[src/rtl/simon_key_rev_if.sv]
`default_nettype none
// ============================================================================
// Module   : simon_key_rev_if
// Brief    : Round-key stream between the inverse key schedule and its consumer.
// Revision : 1.0
// ============================================================================
interface simon_key_rev_if;
    logic        rk_valid;
    logic        rk_ready;
    logic [15:0] rk_data;
    logic [4:0]  rk_idx;

    modport master (
        output rk_valid,
        output rk_data,
        output rk_idx,
        input  rk_ready
    );

    modport slave (
        input  rk_valid,
        input  rk_data,
        input  rk_idx,
        output rk_ready
    );
endinterface
`default_nettype wire

[src/rtl/simon_key_rev.sv]
`default_nettype none
// ============================================================================
// Module   : simon_key_rev
// Brief    : Simon32/64 inverse key schedule, emits k[N-1]..k[0] one per beat.
// Revision : 1.0
// ============================================================================
module simon_key_rev #(
    parameter int          NUM_ROUNDS = 32,
    parameter logic [15:0] C_CONST    = 16'hfffc,
    parameter logic [61:0] Z_SEQ      = 62'b01100111000011010100100010111110110011100001101010010001011111
) (
    input  wire                clk,
    input  wire                rst,
    input  wire                start,
    input  wire         [63:0] last_keys,
    simon_key_rev_if.master    rk_bus,
    output logic               busy,
    output logic               done,
    output logic        [63:0] master_key
);

    localparam logic [1:0] c_st_idle = 2'd0;
    localparam logic [1:0] c_st_run  = 2'd1;
    localparam logic [1:0] c_st_fin  = 2'd2;

    localparam logic [4:0] c_idx_last = 5'(NUM_ROUNDS - 1);
    localparam logic [4:0] c_idx_n2   = 5'(NUM_ROUNDS - 2);
    localparam logic [4:0] c_idx_n3   = 5'(NUM_ROUNDS - 3);
    localparam logic [4:0] c_idx_n4   = 5'(NUM_ROUNDS - 4);

    function automatic logic [15:0] ror1(input logic [15:0] x);
        return {x[0], x[15:1]};
    endfunction

    function automatic logic [15:0] ror3(input logic [15:0] x);
        return {x[2:0], x[15:3]};
    endfunction

    logic [1:0]  r_state;
    // Window of the four lowest-indexed known keys: a=k[m], b=k[m+1], c=k[m+2], d=k[m+3]
    logic [15:0] r_win_a;
    logic [15:0] r_win_b;
    logic [15:0] r_win_c;
    logic [15:0] r_win_d;
    logic        r_rk_valid;
    logic [15:0] r_rk_data;
    logic [4:0]  r_rk_idx;
    logic        r_busy;
    logic        r_done;
    logic [63:0] r_master_key;

    logic [4:0]  w_next_idx;
    logic [15:0] w_t;
    logic [15:0] w_calc;
    logic [15:0] w_next_key;
    logic        w_shift;
    logic        w_hs;

    assign w_hs = r_rk_valid & rk_bus.rk_ready;

    always_comb begin
        w_next_idx = r_rk_idx - 5'd1;
        w_t        = ror3(r_win_c) ^ r_win_a;
        w_calc     = r_win_d ^ w_t ^ ror1(w_t) ^ C_CONST ^ {15'b0, Z_SEQ[w_next_idx]};
        w_next_key = w_calc;
        w_shift    = 1'b0;
        // The three keys below k[N-1] are already in the loaded window
        if (w_next_idx == c_idx_n2) begin
            w_next_key = r_win_c;
        end else if (w_next_idx == c_idx_n3) begin
            w_next_key = r_win_b;
        end else if (w_next_idx == c_idx_n4) begin
            w_next_key = r_win_a;
        end else begin
            w_shift = 1'b1;
        end
    end

    always_ff @(posedge clk) begin
        if (rst) begin
            r_state      <= c_st_idle;
            r_win_a      <= 16'd0;
            r_win_b      <= 16'd0;
            r_win_c      <= 16'd0;
            r_win_d      <= 16'd0;
            r_rk_valid   <= 1'b0;
            r_rk_data    <= 16'd0;
            r_rk_idx     <= 5'd0;
            r_busy       <= 1'b0;
            r_done       <= 1'b0;
            r_master_key <= 64'd0;
        end else begin
            case (r_state)
                c_st_idle: begin
                    r_done <= 1'b0;
                    if (start) begin
                        r_win_a    <= last_keys[63:48];
                        r_win_b    <= last_keys[47:32];
                        r_win_c    <= last_keys[31:16];
                        r_win_d    <= last_keys[15:0];
                        r_rk_valid <= 1'b1;
                        r_rk_data  <= last_keys[15:0];
                        r_rk_idx   <= c_idx_last;
                        r_busy     <= 1'b1;
                        r_state    <= c_st_run;
                    end
                end
                c_st_run: begin
                    if (w_hs) begin
                        if (r_rk_idx == 5'd0) begin
                            // Window now holds k[0..3] after the final shift
                            r_master_key <= {r_win_a, r_win_b, r_win_c, r_win_d};
                            r_rk_valid   <= 1'b0;
                            r_busy       <= 1'b0;
                            r_done       <= 1'b1;
                            r_state      <= c_st_fin;
                        end else begin
                            r_rk_idx  <= w_next_idx;
                            r_rk_data <= w_next_key;
                            if (w_shift) begin
                                r_win_a <= w_calc;
                                r_win_b <= r_win_a;
                                r_win_c <= r_win_b;
                                r_win_d <= r_win_c;
                            end
                        end
                    end
                end
                c_st_fin: begin
                    r_done  <= 1'b0;
                    r_state <= c_st_idle;
                end
                default: begin
                    r_state <= c_st_idle;
                end
            endcase
        end
    end

    assign rk_bus.rk_valid = r_rk_valid;
    assign rk_bus.rk_data  = r_rk_data;
    assign rk_bus.rk_idx   = r_rk_idx;
    assign busy            = r_busy;
    assign done            = r_done;
    assign master_key      = r_master_key;

endmodule
`default_nettype wire

[src/flat_wrapper.sv]
// flat-port wrapper written by rule: the top's interface ports become plain ports
module simon_key_rev_flat 
#(
    parameter int          NUM_ROUNDS = 32,
    parameter logic [15:0] C_CONST    = 16'hfffc,
    parameter logic [61:0] Z_SEQ      = 62'b01100111000011010100100010111110110011100001101010010001011111
)
  (clk, rst, start, last_keys, busy, done, master_key, rk_bus_rk_valid, rk_bus_rk_data, rk_bus_rk_idx, rk_bus_rk_ready);
  simon_key_rev_if rk_bus_i ();
  input  wire clk;
  input  wire rst;
  input  wire start;
  input  wire         [63:0] last_keys;
  output logic busy;
  output logic done;
  output logic        [63:0] master_key;
  output wire logic [$bits(rk_bus_i.rk_valid)-1:0] rk_bus_rk_valid;
  output wire logic [$bits(rk_bus_i.rk_data)-1:0] rk_bus_rk_data;
  output wire logic [$bits(rk_bus_i.rk_idx)-1:0] rk_bus_rk_idx;
  input wire logic [$bits(rk_bus_i.rk_ready)-1:0] rk_bus_rk_ready;
  assign rk_bus_rk_valid = rk_bus_i.rk_valid;
  assign rk_bus_rk_data = rk_bus_i.rk_data;
  assign rk_bus_rk_idx = rk_bus_i.rk_idx;
  assign rk_bus_i.rk_ready = rk_bus_rk_ready;
  simon_key_rev #(.NUM_ROUNDS(NUM_ROUNDS), .C_CONST(C_CONST), .Z_SEQ(Z_SEQ)) u_core (.clk(clk), .rst(rst), .start(start), .last_keys(last_keys), .rk_bus(rk_bus_i), .busy(busy), .done(done), .master_key(master_key));
endmodule
[config.mk]
export PLATFORM = sky130hd
export DESIGN_NAME = simon_key_rev_flat
export DESIGN_NICKNAME = d
export VERILOG_FILES = /design/src/rtl/simon_key_rev_if.sv /design/src/rtl/simon_key_rev.sv /design/src/flat_wrapper.sv
export SDC_FILE = /design/constraint.sdc
export NUM_CORES = 1
export LEC_CHECK = 0
export BUFFER_PORTS_ARGS = -buffer_cell sky130_fd_sc_hd__buf_2
export CAP_MARGIN = 20
export CORE_ASPECT_RATIO = 0.5
export CORE_MARGIN = 2
export CORE_UTILIZATION = 35
export DETAILED_ROUTE_END_ITERATION = 10
export HOLD_SLACK_MARGIN = 0.02
export PLACE_DENSITY = 0.52
export SETUP_SLACK_MARGIN = 0.2
export SLEW_MARGIN = 20
export SYNTH_ARGS = -nofsm -noshare
export SYNTH_HDL_FRONTEND = slang
export SYNTH_SLANG_ARGS = --single-unit
[constraint.sdc]
create_clock -name clk -period 4.52 [get_ports clk]
set_input_delay 0.452 -clock clk [delete_from_list [all_inputs] [get_ports clk]]
set_output_delay 0.452 -clock clk [all_outputs]
set_load 0.02 [all_outputs]
# Word level (Yosys, flattened, before mapping)
# Memory sizes are Yosys's and may differ from the RTL's.
# Cells that the tools add are included.
# op_classes
bitwise	6
addsub	1
n_reduce_logical	11
n_mux	45
magnitude_cmp	1
n_eq_ne	10
# op_table
op	count
16-bit two-way mux	21
16-bit one-hot mux with 2 select lines	5
16-bit bitwise XOR	3
16-bit by 1-bit bitwise XOR with 16-bit output	1
5-bit == test, second input constant	3
5-bit two-way mux	3
14-bit NOT	1
5-bit one-hot mux with 2 select lines	1
1-bit two-way mux	9
3-bit AND reduction	3
4-bit AND reduction	2
5-bit by 7-bit less-than comparator with 1-bit output, second input constant	1
2-bit two-way mux	3
2-bit by 1-bit != test with 1-bit output, second input constant	3
5-bit zero test	1
5-bit AND reduction	1
5-bit by 1-bit subtractor with 5-bit output, second input constant	1
2-bit != test, second input constant	2
1-bit one-hot mux with 2 select lines	2
2-bit one-hot mux with 2 select lines	1
2-bit nonzero test	2
2-bit by 1-bit == test with 1-bit output, second input constant	1
2-bit == test, second input constant	1
2-bit zero test	1
other kinds (2)	2
# word_totals
ff_bits	153
word_cells	85
mem_bits_ro	32
n_memories	1
# mem_list
memory	depth	width	read_ports	rd_ports_with_merged_regs	write_ports	line	source
(name not given)	32	1	1	0	0	simon_key_rev.sv:64	w_calc = r_win_d ^ w_t ^ ror1(w_t) ^ C_CONST ^ {15'b0, Z_SEQ[w_next_idx]};

# Logic depth before layout (Yosys ltp)
# Gate-level depths: netlist of the first run.
# depth
depth_word	11
ltp_mapped	13
mapped_depth_nobuf	8

# Least setup slack after synthesis of the first run
# No wires, ideal clock.
# synth_timing
kind	register to register
startpoint	register u_core.r_rk_idx[0] (netlist: u_core.rk_bus.rk_idx[0])
endpoint	register u_core.r_win_b[10]
t_required_ns	4.431
path_buffers	4
setup_ns	0.089
setup_slack_ns	1.966
arrival_time_ns	2.465
period_less_slack_ns	2.554
stages_incl_launch_ff	13
cell_sequence	dfxtp_1 buf_2 inv_1 ha_1 buf_4 nor2b_1 a21oi_1 o21a_1 buf_2 o31a_4 buf_1 nor2_1 a311oi_2
# synth_between
elab_chain_cells	7
word_cells_on_any_way	11
classes_between	add/sub: 1; eq/ne: 5; mux: 3; reduce/logical: 2
# synth_rtl
item	line	source
from (decl)	simon_key_rev.sv:47	logic [4:0] r_rk_idx;
from (signal assigned)	simon_key_rev.sv:103	r_rk_idx <= c_idx_last;
from (signal assigned)	simon_key_rev.sv:118	r_rk_idx <= w_next_idx;
5-bit by 1-bit subtractor with 5-bit output	simon_key_rev.sv:62	w_next_idx = r_rk_idx - 5'd1;
5-bit == test	simon_key_rev.sv:72	end else if (w_next_idx == c_idx_n4) begin
1-bit two-way mux	simon_key_rev.sv:72	
1-bit two-way mux	simon_key_rev.sv:70	end else if (w_next_idx == c_idx_n3) begin
1-bit two-way mux	simon_key_rev.sv:68	if (w_next_idx == c_idx_n2) begin
2-bit by 1-bit != test with 1-bit output (no line)	-	
5-bit AND reduction (no line) *	-	
to (signal assigned)	simon_key_rev.sv:98	r_win_b <= last_keys[47:32];
to (signal assigned)	simon_key_rev.sv:122	r_win_b <= r_win_a;
to (decl)	simon_key_rev.sv:42	logic [15:0] r_win_b;
# Mark *: on every way between the ends. The rest lies on a longest branch, timed or not.
# A chain may end at the register's enable or synchronous reset.

# Worst setup path in the final report of the first run
# layout_timing
startpoint	register u_core.r_rk_idx[0] (netlist: u_core.rk_bus.rk_idx[0])
endpoint	register u_core.r_win_d[2]
# layout_between
elab_chain_cells	7
word_cells_on_any_way	11
classes_between	add/sub: 1; eq/ne: 5; mux: 3; reduce/logical: 2
# layout_rtl
item	line	source
5-bit by 1-bit subtractor with 5-bit output	simon_key_rev.sv:62	
5-bit == test	simon_key_rev.sv:72	
1-bit two-way mux	simon_key_rev.sv:72	
1-bit two-way mux	simon_key_rev.sv:70	
1-bit two-way mux	simon_key_rev.sv:68	
2-bit by 1-bit != test with 1-bit output (no line)	-	
5-bit AND reduction (no line) *	-	
to (signal assigned)	simon_key_rev.sv:100	r_win_d <= last_keys[15:0];
to (signal assigned)	simon_key_rev.sv:124	r_win_d <= r_win_c;
to (decl)	simon_key_rev.sv:44	logic [15:0] r_win_d;
# Marks and branches as above.

==> results of run 1 <==
-- worst paths after layout --
path | startpoint | to | slack (ns) | depth (start not counted)
setup / recovery | u_core.rk_bus.rk_idx[0] | u_core.r_win_d[2] | 1.29 | 10
hold / removal | last_keys[12] | u_core.rk_bus.rk_data[12] | 0.30 | 3
setup reg to reg | u_core.rk_bus.rk_idx[0] | u_core.r_win_d[2] | 1.29 | 10
hold reg to reg | u_core.master_key[23] | u_core.master_key[23] | 0.45 | 2
-- cell usage after synthesis, types with 2 or more instances --
cell type and instances:
a31oi_1 3, inv_1 6, xnor2_1 47, clkbuf_1 46, buf_2 16, a22oi_1 12, xor2_1 4, a221oi_1 2
ha_1 6, nor3_1 3, buf_1 4, nor2_1 86, o211ai_1 25, or2_2 3, a31o_2 4, a311oi_2 49
o22ai_1 7, or3_1 10, buf_4 5, a211oi_1 4, a21oi_1 102, o21ai_0 9, nand3_1 8, nand2b_1 3
o21ai_1 9, buf_6 10, dfxtp_1 153, a32oi_1 10, o21bai_1 2, nand2_1 271, nor2b_1 6, a22o_1 5
-- cell families after synthesis --
group / after synthesis / share of synthesized area (%)
AO/OA/AOI/OAI: 253 / 26.3
XOR/XNOR: 51 / 5.80
adder cells (fa/ha/maj): 6 / 0.975
buffers and inverters: 88 / 5.77
flip-flops: 153 / 39.8
multiplexers: 1 / 0.292
AND/OR/NAND/NOR: 401 / 21.1
-- routing by layer --
layer	part of all wire, %	vias up
met5	0	-
met4	0.76	0
met3	9.0	14
met2	40	258
met1	50	3501
li1	-	3518
-- worst register-to-register path, cell delays in order, from the launching register on --
cell and delay, ns:
dfxtp_1 0.56, inv_1 0.18, ha_1 0.35, nor2b_1 0.19, a21oi_1 0.21, o21a_1 0.15, buf_4 0.29, o31a_4 0.46
buf_12 0.37, nor2_1 0.14, a311oi_2 0.25
-- metrics by stage --
stage | worst slack, ns | hold WS [ns] | util (%) | cells
after CTS | 1.33 | 0.286 | 42.3 | 1371
after floorplan | 1.97 | 0.454 | - | 953
final | 1.29 | 0.301 | 42.3 | 1371
after global placement | 1.47 | 0.443 | 39.6 | 1339
after global routing | 0.958 | 0.290 | 42.3 | 1371
after detailed placement | 1.34 | 0.444 | 39.6 | 1339
-- power by group through the flow --
stage | clock [mW] | combinational [mW] | sequential (mW)
after floorplan | 0 | 0.657 | 1.55
after global placement | 0 | 0.851 | 1.62
after detailed placement | 0 | 0.855 | 1.62
after CTS | 1.49 | 0.859 | 1.59
after global routing | 1.55 | 0.941 | 1.60
final | 1.47 | 0.864 | 1.59
-- cell type report --
| class | instances | area, um^2 |
|---|---|---|
| fill | 2224 | 12500 |
| multi-input combinational | 712 | 4210 |
| sequential | 153 | 3060 |
| timing repair buffer | 167 | 881 |
| clock buffer | 20 | 457 |
| tap | 300 | 375 |
| clock inverter | 12 | 143 |
| inverter | 7 | 26.3 |
-- registers in the layout (all words and copies together), names as in the netlist --
| register | cells |
|---|---|
| u_core.r_win_c | 16 |
| u_core.rk_bus.rk_data | 16 |
| u_core.done | 1 |
| u_core.r_win_d | 16 |
| u_core.rk_bus.rk_valid | 1 |
| u_core.r_win_a | 16 |
| u_core.r_state | 2 |
| u_core.master_key | 64 |
| u_core.r_win_b | 16 |
| u_core.rk_bus.rk_idx | 5 |
==> flow_metrics.env, run 1 <==
export IMPL_status="finished clean"
export IMPL_grt_usage_pct=23.9
export IMPL_ant_nets=0
export IMPL_io_buffers=155
export IMPL_dp_hpwl_um=20100
export IMPL_cts_buffers=17
export IMPL_clkLatencyLatePin_ns=0.43
export IMPL_clkSlewWorstSetupHoldPaths_ns=0.07
export IMPL_seq_area_frac_synth_pct=39.8
export IMPL_crit_arrival_ns=3.57
export IMPL_path_buf_inv=3
export IMPL_synth_top_area_share_pct=39.8
export IMPL_max_stage_delay_ns=0.56
export IMPL_met1_usage_pct=36.7
export IMPL_cts_max_level=4
export IMPL_antenna_cells=0
export IMPL_slew_viol_final=0
export IMPL_p_seq_share_pct=40.6
export IMPL_leakage_nw=3.44
export IMPL_dieWidth_um=214
export IMPL_grtUsageMet2_pct=32.4
export IMPL_p_sw_mw=1.31
export IMPL_slowest_stage="dfxtp_1"
export IMPL_pwr_density_cell_nw_per_um2=429
export IMPL_grt_start_max_net_pins=81
export IMPL_ys_async_sr_fraction_pct=0
export IMPL_cts_tree="built"
export IMPL_cts_setup_buffers=0
export IMPL_path_max_fanout=60
export IMPL_grt_pass1_wl_um=41300
export IMPL_clkPwrFrac_pct=37.4
export IMPL_critPathRequiredTime_ns=4.86
export IMPL_place_congestion=0.878
export IMPL_drt_total_wl_um=27300
export IMPL_synthTopCellsByArea="dfxtp_1, nand2_1, a311oi_2, a21oi_1, xnor2_1"
export IMPL_yosysWarnings=0
export IMPL_relSlewSlack_pct=31.5
export IMPL_nets=1132
export IMPL_netlist_instances=953
export IMPL_p_sw_share_pct=33.2
export IMPL_avgViaCountPerCell=5.32
export IMPL_p_comb_share_pct=22.0
export IMPL_grt_overflow=0
export IMPL_antenna_found_initial=0
export IMPL_hold_path_class="in2reg"
export IMPL_dominantRegCellSynth="dfxtp_1"
export IMPL_grt_pass1_vias=6641
export IMPL_cts_sinks=153
export IMPL_tightest_slew_ns=1.02
export IMPL_start_util_pct=35.6
export IMPL_final_area_um2=9160
export IMPL_root_buffer="clkbuf_16"
export IMPL_final_common_cell="nand2_1"
export IMPL_ir_worst_vdd_mv=0.230
export IMPL_synth_seq_cells=153
export IMPL_grt_busiest_layer="met1"
export IMPL_p_total_mw=3.93
export IMPL_drive_gt1_share_pct=24.9
export IMPL_area_delta_synth_final_pct=18.9
export IMPL_synth_avg_cell_area_um2=8.08
export IMPL_clock_skew_ns=0.0126
export IMPL_ios=156
export IMPL_drc=0
export IMPL_period_needed_ns=3.23
export IMPL_core_um2=21600
export IMPL_maxCapViolations=0
export IMPL_syn_area_um2=7700
export IMPL_dr_pass1_iters=5
export IMPL_p_int_mw=2.62
export IMPL_critPathKind="reg2reg"
export IMPL_grt_setup_unrepaired="no"
export IMPL_cp_end_kind="flop"
export IMPL_critPathTopFamily="compound AO/OA/AOI/OAI gates"
export IMPL_synth_largest_area_cell="dfxtp_1"
export IMPL_worstPathCellList="inv_1, ha_1, nor2b_1, a21oi_1, o21a_1, buf_4, o31a_4, buf_12, nor2_1, a311oi_2"
export IMPL_final_hold_violation_count=0
export IMPL_ys_types=55
export IMPL_min_period_over_period_pct=71.4
export IMPL_holdBufCountCts=0
export IMPL_start_kind="flop"
export IMPL_ctsResizeCount=0
export IMPL_routedWlPerCell_um=19.9
export IMPL_setup_tns_ns=0
export IMPL_final_setup_viol_count=0
export IMPL_grt_use_met3_pct=7.09
export IMPL_max_freq_mhz=310
export IMPL_synth_edff_count=0
export IMPL_via_count=7291
export IMPL_die_height_um=109
export IMPL_die_area_um2=23300
export IMPL_rows=38
export IMPL_synth_nets=1027
export IMPL_drt_iter0_drc=820
export IMPL_cts_buffer_depth=2
export IMPL_mostFrequentLayoutCells="nand2_1, buf_2, dfxtp_1"
export IMPL_placedInstanceArea_um2=8560
(Power assumes the default switching activity.)
==> run 2, diff against run 1 <==
clock period = 3.34 ns   (was 4.52 ns; I/O delays follow)
==> run 2 against run 1 <==
  * Total power grew 35%
  * Die area is the same
  * Core utilization is 0.21 points higher
  * Clock skew down 0.0016 ns
  * Critical path depth decreased by 1
  * Cell count rose by 0.15%
  * Global-route usage rose by 0.17 points
  * Register-to-register slack got worse by 0.88 ns
  * Count of clock-buffer cells in the layout increased by 2
==> flow_metrics.env, run 2 (synthesis gave the netlist of run 1 again) <==
export IMPL_holdBufCountCts=0
export IMPL_start_util_pct=35.6
export IMPL_clock_skew_ns=0.0110
export IMPL_largest_reg_flops=64
export IMPL_routedWlPerCell_um=20.2
export IMPL_nets=1134
export IMPL_start_kind="flop"
export IMPL_dr_pass1_iters=5
export IMPL_worstSetupStartpoint="u_core.rk_bus.rk_idx[0]"
export IMPL_ir_worst_vdd_mv=0.303
export IMPL_critPathRequiredTime_ns=3.69
export IMPL_r2r_end="u_core.r_win_d[0]"
export IMPL_cts_tree="built"
export IMPL_cts_buffers=17
export IMPL_setup_tns_ns=0
export IMPL_core_um2=21600
export IMPL_leakage_nw=3.46
export IMPL_top_layer_used="met4"
export IMPL_crit_arrival_ns=3.28
export IMPL_holdCritStartpoint="last_keys[13]"
export IMPL_via_count=7309
export IMPL_io_buffers=155
export IMPL_grt_setup_unrepaired="no"
export IMPL_cp_end_kind="flop"
export IMPL_cts_buffer_depth=2
export IMPL_max_freq_mhz=341
export IMPL_cts_sinks=153
export IMPL_hold_slack_ns=0.183
export IMPL_hold_path_class="in2reg"
export IMPL_die_height_um=109
export IMPL_area_delta_synth_final_pct=19.5
export IMPL_avgViaCountPerCell=5.32
export IMPL_cts_setup_buffers=0
export IMPL_slew_viol_final=0
export IMPL_status="finished clean"
export IMPL_critPathKind="reg2reg"
export IMPL_ant_nets=0
export IMPL_grt_pass1_wl_um=41300
export IMPL_dr_wl_met3_um=1950
export IMPL_rows=38
export IMPL_route_met2_wl_um=11100
export IMPL_grt_overflow=0
export IMPL_mostFrequentLayoutCells="nand2_1, buf_2, dfxtp_1"
export IMPL_reg2reg_depth=9
export IMPL_relSlewSlack_pct=46.7
export IMPL_ctsResizeCount=0
export IMPL_dieWidth_um=214
export IMPL_final_hold_violation_count=0
export IMPL_dp_hpwl_um=20000
export IMPL_path_max_fanout=40
export IMPL_grt_usage_pct=24.1
export IMPL_endpoint="u_core.r_win_d[0]"
export IMPL_wl_met1_um=14300
export IMPL_final_common_cell="nand2_1"
export IMPL_final_setup_viol_count=0
export IMPL_drive_gt1_share_pct=25.0
export IMPL_die_area_um2=23300
export IMPL_antenna_found_initial=0
export IMPL_timing_rr_start="u_core.rk_bus.rk_idx[0]"
export IMPL_root_buffer="clkbuf_16"
export IMPL_drt_total_wl_um=27800
export IMPL_min_period_over_period_pct=87.8
export IMPL_maxCapViolations=0
export IMPL_tightest_slew_ns=0.800
export IMPL_ios=156
export IMPL_antenna_cells=0
export IMPL_drt_iter0_drc=670
export IMPL_pwr_density_cell_nw_per_um2=576
export IMPL_drc=0
export IMPL_place_congestion=0.898
export IMPL_cts_max_level=4
export IMPL_r2r_slack_ns=0.41
export IMPL_clkLatencyLatePin_ns=0.44
export IMPL_grt_pass1_vias=6667
export IMPL_grt_start_max_net_pins=87
export IMPL_period_needed_ns=2.93
export IMPL_clkSlewWorstSetupHoldPaths_ns=0.06
run 2: cell count changes in the layout (fill, tap and decap cells not counted):
cell,before,now
buf_12,1,4
buf_4,12,11
clkbuf_1,1,2
clkbuf_8,2,3
clkinv_2,0,2
clkinv_4,5,1
run 2: worst min path at each step:
stage	end	slack, ns	cells after the start
2_1_floorplan	u_core.master_key[37]	0.45	2
4_1_cts	u_core.rk_bus.rk_data[10]	0.17	3
3_5_place_dp	u_core.master_key[25]	0.44	2
6_report	u_core.rk_bus.rk_data[13]	0.18	3
3_3_place_gp	u_core.master_key[27]	0.44	2
5_1_grt	u_core.rk_bus.rk_data[12]	0.18	3
run 2: area by class of cell:
class | count | area (um^2)
clock buffer | 22 | 474
clock inverter | 10 | 118
fill | 2260 | 12400
inverter | 7 | 26.3
multi-input combinational | 712 | 4210
sequential | 153 | 3060
tap | 300 | 375
timing repair buffer | 169 | 933
run 2: metal layers:
layer  track usage (%)  vias to the layer above
li1                  -                     3523
met1              37.3                     3516
met2              32.7                      240
met3              5.50                       30
met4              6.50                        0
met5                 0                        -
run 2: power by group:
part | leakage, nW | internal (mW) | switching, mW
Combinational | 1.94 | 0.473 | 0.719
Sequential | 1.25 | 1.94 | 0.219
Clock | 0.279 | 1.16 | 0.797
Total | 3.46 | 3.57 | 1.73
run 2: critical path: stages (launching register included):
cell and delay (ns):
dfxtp_1 0.55, inv_1 0.18, ha_1 0.36, nor2b_1 0.20
a21oi_1 0.23, o21a_1 0.31, o31a_4 0.20, buf_4 0.44
nor2_1 0.11, a311oi_2 0.25
run 2: stage by stage:
step	cells	power, mW	utilization, %	cell area (um^2)	setup WS (ns)
after global routing	1373	5.54	42.5	9200	0.239
after global placement	1341	3.36	39.8	8610	0.597
final	1373	5.30	42.5	9200	0.407
after CTS	1373	5.32	42.5	9200	0.470
after floorplan	953	2.99	-	7700	0.786
after detailed placement	1341	3.36	39.8	8610	0.492
